===== src/rtl/bdf_code_sequencer.sv =====
// Reader side of the BDF program store. Walks the code ROM one word at a time and turns each
// word into per-buffer push/pop strobes, issuing a word only when every buffer it names is ready.
module bdf_code_sequencer #(
    parameter int NUM_BUFFERS = 12,
    parameter int CODE_LENGTH = 64,
    parameter int CODE_WIDTH  = 24,
    parameter int ADDR_WIDTH  = 6
) (
    input  logic                   clk,
    input  logic                   reset,
    input  logic                   start,
    output logic                   code_rd_en,
    output logic [ADDR_WIDTH-1:0]  code_addr,
    input  logic [CODE_WIDTH-1:0]  code_data,
    input  logic [NUM_BUFFERS-1:0] buf_full,
    input  logic [NUM_BUFFERS-1:0] buf_empty,
    output logic [NUM_BUFFERS-1:0] buf_push,
    output logic [NUM_BUFFERS-1:0] buf_pop,
    output logic                   busy,
    output logic                   done,
    output logic [15:0]            stall_cnt
);

    typedef enum logic [2:0] {
        S_IDLE,
        S_FETCH,
        S_WAIT,
        S_ISSUE,
        S_DONE
    } state_t;

    localparam logic [ADDR_WIDTH-1:0] LAST_PC = ADDR_WIDTH'(CODE_LENGTH - 1);

    state_t                 state;
    logic [ADDR_WIDTH-1:0]  pc;
    logic [CODE_WIDTH-1:0]  code_q;
    logic [NUM_BUFFERS-1:0] dec_push;
    logic [NUM_BUFFERS-1:0] dec_pop;
    logic                   ready;
    logic                   issue;

    // Each buffer owns a 2-bit field: low bit requests a push, high bit requests a pop.
    always_comb begin
        dec_push = '0;
        dec_pop  = '0;
        for (int i = 0; i < NUM_BUFFERS; i++) begin
            dec_push[i] = code_q[2*i];
            dec_pop[i]  = code_q[2*i+1];
        end
    end

    // All-or-nothing: a single blocked field holds back the whole word. Strobes are
    // suppressed while reset is asserted so an aborted run never touches the buffers.
    assign ready    = ~|((dec_push & buf_full) | (dec_pop & buf_empty));
    assign issue    = (state == S_ISSUE) && ready && !reset;
    assign buf_push = issue ? dec_push : '0;
    assign buf_pop  = issue ? dec_pop  : '0;

    always_ff @(posedge clk) begin
        if (reset) begin
            state      <= S_IDLE;
            pc         <= '0;
            code_q     <= '0;
            stall_cnt  <= '0;
            code_rd_en <= 1'b0;
            code_addr  <= '0;
            busy       <= 1'b0;
            done       <= 1'b0;
        end else begin
            code_rd_en <= 1'b0;
            code_addr  <= '0;
            done       <= 1'b0;
            case (state)
                S_IDLE: begin
                    if (start) begin
                        state      <= S_FETCH;
                        pc         <= '0;
                        stall_cnt  <= '0;
                        code_rd_en <= 1'b1;
                        code_addr  <= '0;
                        busy       <= 1'b1;
                    end
                end
                S_FETCH: begin
                    state <= S_WAIT;
                end
                S_WAIT: begin
                    code_q <= code_data;
                    state  <= S_ISSUE;
                end
                S_ISSUE: begin
                    if (ready) begin
                        if (pc == LAST_PC) begin
                            state <= S_DONE;
                            done  <= 1'b1;
                        end else begin
                            pc         <= pc + 1'b1;
                            state      <= S_FETCH;
                            code_rd_en <= 1'b1;
                            code_addr  <= pc + 1'b1;
                        end
                    end else if (stall_cnt != 16'hFFFF) begin
                        stall_cnt <= stall_cnt + 16'd1;
                    end
                end
                S_DONE: begin
                    state <= S_IDLE;
                    pc    <= '0;
                    busy  <= 1'b0;
                end
                default: begin
                    state <= S_IDLE;
                    busy  <= 1'b0;
                end
            endcase
        end
    end

endmodule


===== config.mk =====
export PLATFORM = sky130hd
export DESIGN_NAME = bdf_code_sequencer
export DESIGN_NICKNAME = d
export VERILOG_FILES = /design/src/rtl/bdf_code_sequencer.sv
export SDC_FILE = /design/constraint.sdc
export NUM_CORES = 1
export LEC_CHECK = 0
export CORE_ASPECT_RATIO = 2
export CORE_MARGIN = 8
export CORE_UTILIZATION = 40
export DETAILED_ROUTE_END_ITERATION = 8
export PLACE_DENSITY = 0.73
export SLEW_MARGIN = 20
export SYNTH_ARGS = -nofsm -noshare
export SYNTH_HDL_FRONTEND = slang
export SYNTH_SLANG_ARGS = --single-unit

===== constraint.sdc =====
create_clock -name clk -period 3 [get_ports clk]
set_input_delay 0.45 -clock clk [delete_from_list [all_inputs] [get_ports clk]]
set_output_delay 0.45 -clock clk [all_outputs]
set_load 0.01 [all_outputs]

Word level (Yosys, flattened, before mapping)
Cells that the tools add are included.
{"block": "totals", "register_bits": 58, "elab_cells": 62, "output_inout_bits": 49}
{"block": "classes", "n_reduce_logical": 15, "n_addsub": 2, "muxes": 21, "bitwise": 5, "n_eq_ne": 11}
{"operator": "$mux W16", "n": 3}
{"operator": "$pmux W16 S2", "n": 1}
{"operator": "$and A12 B12 Y12", "n": 2}
{"operator": "$mux W12", "n": 2}
{"operator": "$mux W6", "n": 3}
{"operator": "$pmux W6 S3", "n": 1}
{"operator": "$add A16 B1 Y16 const B", "n": 1}
{"operator": "$ne A16 B16 Y1 const B", "n": 1}
{"operator": "$reduce_or A15 Y1", "n": 1}
{"operator": "$reduce_or A14 Y1", "n": 1}
{"operator": "$or A12 B12 Y12", "n": 1}
{"operator": "$pmux W3 S4", "n": 1}
{"operator": "$reduce_or A12 Y1", "n": 1}
{"operator": "$mux W3", "n": 3}
{"operator": "$ne A2 B2 Y1 const B", "n": 4}
{"operator": "$reduce_and A4 Y1", "n": 2}
{"operator": "$add A6 B1 Y6 const B", "n": 1}
{"operator": "$eq A3 B2 Y1 const B", "n": 2}
{"operator": "$eq A6 B6 Y1 const B", "n": 1}
{"operator": "$mux W1", "n": 5}
{"operator": "$pmux W1 S2", "n": 2}
{"operator": "$reduce_and A2 Y1", "n": 2}
{"operator": "$eq A3 B1 Y1 const B", "n": 1}
{"operator": "$eq A3 B3 Y1 const B", "n": 1}
{"operator": "other kinds (8)", "n": 11}

Longest topological paths before layout
Gate-level depths: netlist of the first run.
{"block": "logic_depth", "ltp_word": 7, "mapped_depth": 8, "mapped_depth_nobuf": 7}

Worst setup path before layout of the first run
No wires, ideal clock.
{"block": "synth_timing", "path_type": "in2out", "from": "in buf_empty[1]", "to": "out buf_pop[0]", "slack_ps": 793, "stages": 7, "arrival_ps": 1757, "path_buffers": 2, "required_ps": 2550, "cell_sequence": "a22oi_1 nand4_2 nor3_2 and4_1 buf_2 buf_2 and2_1"}
{"block": "synth_via", "elab_chain_cells": 7}
{"element": "start: declaration", "line": "16", "text": "input logic [NUM_BUFFERS-1:0] buf_empty,"}
{"element": "$and A12 B12 Y12", "line": "54", "text": "assign ready = ~|((dec_push & buf_full) | (dec_pop & buf_empty));"}
{"element": "$or A12 B12 Y12", "line": "54"}
{"element": "$reduce_or A12 Y1", "line": "54"}
{"element": "$logic_not A1 Y1", "line": "54"}
{"element": "$logic_and A1 B1 Y1 (2 in series)", "line": "55", "text": "assign issue = (state == S_ISSUE) && ready && !reset;"}
{"element": "$mux W12", "line": "57", "text": "assign buf_pop = issue ? dec_pop : '0;"}
{"element": "end: declaration", "line": "18", "text": "output logic [NUM_BUFFERS-1:0] buf_pop,"}
Every way passes these cells.

Worst setup path after layout of the first run
{"block": "layout_timing", "from": "in buf_empty[1]", "to": "out buf_push[2]"}
{"block": "layout_via", "elab_chain_cells": 7}
{"element": "$and A12 B12 Y12", "line": "54"}
{"element": "$or A12 B12 Y12", "line": "54"}
{"element": "$reduce_or A12 Y1", "line": "54"}
{"element": "$logic_not A1 Y1", "line": "54"}
{"element": "$logic_and A1 B1 Y1 (2 in series)", "line": "55"}
{"element": "$mux W12", "line": "56", "text": "assign buf_push = issue ? dec_push : '0;"}
{"element": "end: declaration", "line": "17", "text": "output logic [NUM_BUFFERS-1:0] buf_push,"}
Every way passes these cells.

==> flow_metrics.tcl, run 1 <==
set metrics [dict create \
    first_global_vias 2926 \
    cts_buffer_depth 2 \
    vias_per_cell 5.29 \
    hold_slack_ns 0.478 \
    wl_um 8540 \
    n_antenna_cell 0 \
    p_switching_mw 0.530 \
    antenna_found_initial 0 \
    post_drt_wl_per_cell_um 15.9 \
    cts_root_buf "clkbuf_16" \
    cp.arrival_ns 2.48 \
    layout-drive-gt1-share_pct 11.2 \
    final_hold_viol_count 0 \
    clk_pin_slew_ns 0.05 \
    multi_input_area_mm2 0.00155 \
    tightest_slew_ns 0.898 \
    seqCellArea_mm2 0.00116 \
    synthesis.area_mm2 0.00277 \
    min_path_type "flip-flop to flip-flop" \
    setup_viol 0 \
    netlist_instances 337 \
    final_cells 536 \
    layout_commonest_cell "clkdlybuf4s50_1" \
    max_clock_freq_mhz 342 \
    yosys_warnings 0 \
    htreeDepth 3 \
    fin_tns_setup_ns 0 \
    cp_max_fo 10 \
    preCtsSetupSlack_ns -0.00167 \
    grt-ovfl-total 0 \
    num_rows 43 \
    ioPinCount 100 \
    synth_area_per_cell_um2 8.22 \
    cts_buffers 9 \
    initialDrtViolationCount 204 \
    clock_latency_ns 0.33 \
    grt_max_degree 45 \
    layout_common_cells "clkdlybuf4s50_1, nand2_1, dfxtp_1, a21oi_1, and2_1" \
    fin_crit_ns 2.93 \
    critPathKind "input pin to output pin" \
    port_buffers 99 \
    ant_nets 0 \
    clkSinkCount 58 \
    synth_edf_count 0 \
    cts_hold_buf 0 \
    place_congestion 0.819 \
    power_density_mw_per_mm2 506 \
    nFillCells 633 \
    critPathCaptureType "output pin" \
    pwr-share-clk_pct 45.9 \
    timing.final.crit_share_pct 97.6 \
    cts_tree "done" \
    synth.distinct_cells 51 \
    slew-limit-headroom_pct 40.1 \
    p_leak_nw 1.84 \
    maxCapViolCount 0 \
    ys_seq_elements 58 \
    nNetsFinal 495 \
    drtPass1Iterations 4 \
    fp.coreArea_mm2 0.00683 \
    dieWidth_um 74.8 \
    setup_slack_ns 0.0731 \
    slew_violations 0 \
    dp_hpwl_um 6270 \
    synth-seq-area-share_pct 41.9 \
    die_area_mm2 0.0100 \
    syn_to_final_growth_pct 53.7 \
    combinationalPowerShare_pct 15.7 \
    status "finished, final reports clean" \
    final_util_pct 62.3 \
    grt_pass1_wl_um 13500 \
    place_inst 519 \
    vias 2836 \
    drc 0 \
    fin_skew_ns 0.00687 \
    pwr-share-seq_pct 38.4 \
    p_sw_share_pct 24.6 \
    die_h_um 134 \
    initial_core_util_pct 40.5 \
    start_kind "input pin" \
    synth_flop_cell "dfxtp_1" \
    worstPathRequired_ns 2.55 \
    syn_nets 390 \
    ys_async_sr_fraction_pct 0 \
    peakVddDrop_v 0.000336 \
    grt.total_usage_pct 17.3 \
    internal-power_mw 1.62 \
]
[logic make-up after synthesis]
logic type                 Yosys count  synth area share [%]
and+or+nand+nor                    167                  29.7
AOI/OAI and AO/OA                   85                  22.8
DFF                                 58                  41.9
buffers and inverters               21                  3.39
xor gates and xnor gates             4                  1.27
adders and majority gates            2                 0.904
[final timing paths]
kind / start / to / slack [ns] / cells after the start
setup reg to reg: stall_cnt[0] / stall_cnt[4] / 0.74 / 7
hold / removal: code_q[6] / code_q[6] / 0.48 / 2
setup / recovery: buf_empty[1] / buf_push[2] / 0.07 / 8
hold reg to reg: code_q[6] / code_q[6] / 0.48 / 2
[sequential cells by signal, summed over array words and instances, names as in the netlist]
register	cells
code_q	24
stall_cnt	16
code_addr	6
pc	6
state	3
busy	1
code_rd_en	1
done	1
[synthesized netlist by cell type, drive strengths merged, types with 2 or more instances]
| cell | count | area share, % |
|---|---|---|
| nor3b | 2 | 0.54 |
| nand3b | 3 | 0.81 |
| nand4 | 4 | 1.1 |
| nor3 | 10 | 2.2 |
| buf | 8 | 1.6 |
| xnor2 | 3 | 0.95 |
| clkbuf | 10 | 1.4 |
| a32o | 7 | 2.5 |
| dfxtp | 58 | 42 |
| ha | 2 | 0.90 |
| o41ai | 2 | 1.2 |
| a311oi | 2 | 0.63 |
| o31ai | 5 | 1.9 |
| and2 | 27 | 6.1 |
| and3 | 2 | 0.45 |
| nor4 | 3 | 0.90 |
| o211ai | 4 | 1.1 |
| a211oi | 2 | 0.54 |
| nand3 | 10 | 1.8 |
| a21oi | 30 | 5.4 |
| a21o | 2 | 0.54 |
| nand2 | 79 | 11 |
| inv | 3 | 0.41 |
| a31oi | 3 | 0.68 |
| a22oi | 12 | 3.6 |
| nor2 | 22 | 3.3 |
| o21ai | 10 | 1.8 |
[area by class of cell]
class                   count  area share [%]
clock inverters             3           0.941
repair buffers            112            26.7
multi-input cells         258            36.4
inverters                   3           0.265
clock buffers              12            5.79
well taps                  90            2.65
flip-flops and latches     58            27.3
[per-stage QoR]
| step | instance area (um^2) | power, mW |
|---|---|---|
| 2_1_floorplan | 2770 | 1.01 |
| 3_3_place_gp | 3870 | 1.15 |
| 3_5_place_dp | 3870 | 1.16 |
| 4_1_cts | 4160 | 2.15 |
| 5_1_grt | 4260 | 2.23 |
| 6_report | 4260 | 2.15 |
[critical path: stages]
cell	delay (ns)
clkdlybuf4s50_1	0.40
a22oi_1	0.23
nand4_2	0.18
nor3_4	0.16
and4_4	0.24
buf_4	0.15
and2_1	0.13
clkdlybuf4s50_1	0.53
[per-layer routing]
layer / track usage, % / share of wire [%]
met5: 0 / 0
met4: 6.37 / 1.3
met3: 7.76 / 7.9
met2: 29.0 / 52
met1: 18.0 / 39
[power groups by stage]
stage / registers [mW] / logic (mW) / clock network (mW)
after global routing: 0.829 / 0.371 / 1.03
after floorplan: 0.834 / 0.174 / 0
after detailed placement: 0.840 / 0.323 / 0
final: 0.826 / 0.339 / 0.987
after global placement: 0.839 / 0.316 / 0
after CTS: 0.825 / 0.326 / 1.00
[repair_timing]
| item | 4_1_cts | 5_1_grt |
|---|---|---|
| resized for setup | 2 | 26 |
| setup buffers | 0 | 2 |
| pin swaps | 0 | 2 |
| endpoints found under the setup margin | 3 | 24 |
No activity file was read; power rests on OpenSTA's default activity.
==> inputs of run 2 (changes only) <==
CORE_UTILIZATION = 48   (was 40)
PLACE_DENSITY = 0.85   (was 0.73)
==> run 2 against run 1 <==
Effect of this change:
- sequential share of layout area rose by 0.18 points
- maximum frequency barely moved
- global-route usage rose by 2.4 points
- count of clock-buffer cells in the layout rose by 1
- combinational power barely moved
- register-to-register slack barely moved
- first-iteration DRC count rose by 39%
- design area fell by 0.65%
- critical endpoint is now buf_push[8]
- highest routed layer unchanged
==> flow_metrics.tcl, run 2 (synthesis results as in run 1) <==
set metrics [dict create \
    max_stage_delay_ns 0.55 \
    place_inst 491 \
    layout_commonest_cell "clkdlybuf4s50_1" \
    reg2reg_slack_ns 0.73 \
    final_cells 510 \
    syn_to_final_growth_pct 52.7 \
    dp_hpwl_um 6330 \
    die_area_mm2 0.00860 \
    port_buffers 99 \
    first_global_vias 2948 \
    setup_slack_ns 0.0704 \
    ant_nets 0 \
    peakVddDrop_v 0.000622 \
    vias_per_cell 5.71 \
    layout-drive-gt1-share_pct 11.6 \
    initial_core_util_pct 48.9 \
    setup_viol 0 \
    drtPass1Iterations 4 \
    slew-limit-headroom_pct 41.8 \
    whs_path_depth 2 \
    status "finished, final reports clean" \
    tightest_slew_ns 0.873 \
    largest_register_ffs 24 \
    clkSinkCount 58 \
    fin_tns_setup_ns 0 \
    grt_pass1_wl_um 13900 \
    grt.total_usage_pct 19.7 \
    worstReg2RegStart "stall_cnt[0]" \
    hold_slack_ns 0.477 \
    final_hold_viol_count 0 \
    n_antenna_cell 0 \
    maxCapViolCount 0 \
    htreeDepth 3 \
    regMostFlops "code_q" \
    dieWidth_um 69.7 \
    min_path_type "flip-flop to flip-flop" \
    design_area_mm2 0.00423 \
    cts_tree "done" \
    clock_latency_ns 0.33 \
    start_kind "input pin" \
    dpl-instance-area_mm2 0.00386 \
    place_congestion 0.844 \
    initialDrtViolationCount 284 \
    antenna_found_initial 0 \
    worstPathRequired_ns 2.55 \
    cts_root_buf "clkbuf_16" \
    timing.final.crit_share_pct 97.7 \
    fp.coreArea_mm2 0.00566 \
    cp.arrival_ns 2.48 \
    r2r-end "stall_cnt[2]" \
    p_leak_nw 1.75 \
    grt_max_degree 45 \
    clk_pin_slew_ns 0.05 \
    nNetsFinal 497 \
    hold_start "code_q[13]" \
    ioPinCount 100 \
    vias 2913 \
    cts_buffers 9 \
    fin_skew_ns 0.00517 \
    reg2reg_depth 7 \
    critPathKind "input pin to output pin" \
    crit_top_cell "clkdlybuf4s50_1" \
    critPathCaptureType "output pin" \
    crit_chain "clkdlybuf4s50_1 > a22oi_2 > nand4_2 > nor3_2 > and4_4 > buf_12 > and2_1 > clkdlybuf4s50_1" \
    nFillCells 416 \
    max_clock_freq_mhz 341 \
    slowest_stage "clkdlybuf4s50_1" \
    fin_crit_ns 2.93 \
    cp_max_fo 18 \
    slew_violations 0 \
    critical_path.startpoint "buf_empty[1]" \
    num_rows 39 \
    grt-ovfl-total 0 \
    power_density_mw_per_mm2 505 \
    cts_buffer_depth 2 \
    wl_um 8610 \
    min_to "code_q[13]" \
    reg_top3 "code_q x24, stall_cnt x16" \
    layout_common_cells "clkdlybuf4s50_1, nand2_1, dfxtp_1, a21oi_1, and2_1" \
    drc 0 \
    die_h_um 123 \
    preCtsSetupSlack_ns -0.0221 \
    post_drt_wl_per_cell_um 16.9 \
]
## run 2: cell type report
class	instances	area, um^2	area share [%]
Inverter	3	11.3	0.266
Clock buffer	13	240	5.68
Multi-Input combinational cell	258	1550	36.7
Sequential cell	58	1160	27.5
Clock inverter	3	40.0	0.947
Timing Repair Buffer	114	1150	27.2
Tap cell	61	76.3	1.80
## run 2: timing repair
item / in CTS / in global routing
hold buffers: 0 / 0
setup buffers: 0 / 3
resized for setup: 2 / 21
pin swaps: 0 / 1
endpoints found under the setup margin: 22 / 24
## run 2: worst max path at each step
stage,end,depth (start not counted)
6_report,buf_push[8],8
5_1_grt,buf_pop[9],8
4_1_cts,buf_pop[1],8
3_5_place_dp,buf_push[6],8
3_3_place_gp,buf_pop[1],8
2_1_floorplan,buf_pop[0],7
## run 2: routing by layer
layer	global-route usage, %	part of all wire, %	up-vias
li1	-	-	1410
met1	18.1	34	1368
met5	0	0	-
met4	12.4	2.9	0
met2	36.1	56	117
met3	7.15	7.4	18
## run 2: critical path: cells and delay by family
kind,cells,cell delay (ns)
AO/OA/AOI/OAI,1,0.20
AND/OR/NAND/NOR,4,0.72
buffers and inverters,3,1.11
## run 2: power breakdown
group          switching, mW  internal (mW)
Combinational          0.169          0.170
Sequential            0.0262          0.801
Clock                  0.330          0.639
Total                  0.525           1.61
## run 2: metrics by stage
step           total power, mW  util, %
2_1_floorplan             1.01        -
5_1_grt                   2.22     74.7
6_report                  2.14     74.7
3_5_place_dp              1.16     68.1
4_1_cts                   2.13     73.1
3_3_place_gp              1.15     68.1
==> inputs of run 3 (changes only) <==
CAP_MARGIN = 20   (was not set)
CORE_ASPECT_RATIO = 0.5   (was 2)
==> run 3 against run 2 <==
Effect of this change:
- routed wire length stayed put
- count of clock-buffer cells in the layout is 4 lower
- utilization is 2.2 points higher
- critical path depth stayed put
- sequential share of layout area is 0.081 points lower
- non-clock buffer count is 6 lower
- final cell count is 1.2% higher
- combinational power is 3% lower
- via count is 2.7% lower
- global-route usage is 0.37 points higher
==> flow_metrics.tcl, run 3 (synthesis results as in run 1) <==
set metrics [dict create \
    max_clock_freq_mhz 360 \
    grt-ovfl-total 0 \
    vias 2833 \
    slew_violations 0 \
    nFillCells 387 \
    place_congestion 0.856 \
    setup_viol 0 \
    worstReg2RegStart "stall_cnt[0]" \
    first_global_vias 2876 \
    min_path_type "flip-flop to flip-flop" \
    syn_to_final_growth_pct 53.2 \
    tightest_slew_ns 0.908 \
    fin_skew_ns 0.00396 \
    setup_slack_ns 0.220 \
    hold_start "code_q[7]" \
    fin_crit_ns 2.78 \
    maxCapViolCount 0 \
    die_area_mm2 0.00860 \
    post_drt_wl_per_cell_um 16.7 \
    grt.total_usage_pct 20.1 \
    initial_core_util_pct 50.2 \
    fp.coreArea_mm2 0.00552 \
    status "finished, final reports clean" \
    cts_buffer_depth 2 \
    port_buffers 99 \
    clk_pin_slew_ns 0.05 \
    preCtsSetupSlack_ns -0.0820 \
    vias_per_cell 5.49 \
    timing.final.crit_share_pct 92.7 \
    antenna_found_initial 0 \
    fin_tns_setup_ns 0 \
    largest_register_ffs 24 \
    clkSinkCount 58 \
    whs_path_depth 2 \
    reg_top3 "code_q x24, stall_cnt x16" \
    peakVddDrop_v 0.000422 \
    critPathCaptureType "output pin" \
    initialDrtViolationCount 198 \
    rsz0062_at_grt "false" \
    final_hold_viol_count 0 \
    drc 0 \
    power_density_mw_per_mm2 554 \
    cts_hold_buf 0 \
    r2r-end "stall_cnt[2]" \
    clock_latency_ns 0.33 \
    ioPinCount 100 \
    cts_tree "done" \
    p_leak_nw 1.85 \
    ant_nets 0 \
    slowest_stage "clkdlybuf4s50_1" \
    nNetsFinal 491 \
    cts_root_buf "clkbuf_16" \
    num_rows 19 \
    layout-drive-gt1-share_pct 10.4 \
    die_h_um 69.7 \
    max_stage_delay_ns 0.41 \
    reg2reg_slack_ns 0.71 \
    drtPass1Iterations 6 \
    layout_common_cells "nand2_1, clkdlybuf4s50_1, dfxtp_1, a21oi_1, and2_1" \
    htreeDepth 3 \
    layout_commonest_cell "nand2_1" \
    cts_buffers 9 \
    wl_um 8610 \
    cp.arrival_ns 2.33 \
    regMostFlops "code_q" \
    dieWidth_um 123 \
    slew-limit-headroom_pct 39.4 \
    reg2reg_depth 7 \
    crit_chain "clkdlybuf4s50_1 > a22oi_1 > nand2_1 > nor2_2 > and4_4 > buf_4 > and2_1 > dlygate4sd2_1" \
    worstPathRequired_ns 2.55 \
    dp_hpwl_um 6070 \
    min_to "code_q[7]" \
    grt_max_degree 45 \
    start_kind "input pin" \
    critPathKind "input pin to output pin" \
    cp_max_fo 11 \
    grt_pass1_wl_um 14200 \
    n_antenna_cell 0 \
]
==> run 3: changes by cell type in the layout (fill, tap and decap cells not counted), sizes merged <==
cell           change
clkdlybuf4s50     -11
dlygate4sd2        +8
buf                -6
clkbuf             -4
dlymetal6s2s       +3
bufinv             +2
clkinv             +1
inv                +1
==> run 3: repair_timing <==
action                                 CTS  global route
endpoints found under the hold margin    0             0
pin swaps                                2             0
setup buffers                            1             0
setup endpoints to repair               24            16
gates resized for setup                 14            17
==> run 3: cell type report <==
| class | instances | area [um^2] | share of cell area, % |
|---|---|---|---|
| multi-input combinational | 258 | 1540 | 36.2 |
| sequential | 58 | 1160 | 27.4 |
| timing repair buffer | 108 | 1090 | 25.8 |
| clock buffer | 9 | 225 | 5.31 |
| clock inverter | 7 | 125 | 2.95 |
| tap | 73 | 91.3 | 2.15 |
| inverter | 3 | 11.3 | 0.265 |
==> run 3: per-stage QoR <==
stage	cell area, um^2	hold slack (ns)	util, %	instances	total power [mW]
after detailed placement	3830	0.464	69.4	499	1.15
after global placement	3830	0.454	69.4	499	1.13
after floorplan	2770	0.441	-	337	1.01
final	4240	0.475	76.9	516	2.35
after CTS	4200	0.473	76.1	516	2.34
after global routing	4240	0.496	76.9	516	2.42
==> run 3: power breakdown <==
group	leakage [nW]	total, mW	switching (mW)	internal, mW
sequential	0.470	0.824	0.0241	0.800
clock	0.170	1.20	0.380	0.817
combinational	1.21	0.330	0.177	0.153
==> run 3: routing by layer <==
metal | up-vias | part of all wire (%) | GRT usage, %
met5 | - | 0 | 0
met4 | 0 | 2.0 | 6.23
li1 | 1389 | - | -
met1 | 1322 | 41 | 23.1
met2 | 102 | 49 | 34.2
met3 | 20 | 7.2 | 6.82
==> run 3: worst max path at each step <==
stage                            start          end  cells after the start  slack [ns]
after floorplan           buf_empty[1]   buf_pop[0]                      7        0.79
after global placement     buf_full[4]  buf_push[3]                      8        0.08
after detailed placement   buf_full[4]  buf_pop[11]                      8       -0.08
after CTS                 buf_empty[4]   buf_pop[0]                      8        0.01
after global routing       buf_full[4]   buf_pop[2]                      8        0.15
final                     buf_empty[0]   buf_pop[2]                      8        0.22
==> run 3: critical path: cells and delay by family <==
family          cells  cell delay (ns)
compound gates      1             0.19
simple gates        4             0.83
buf+inv             3             0.86
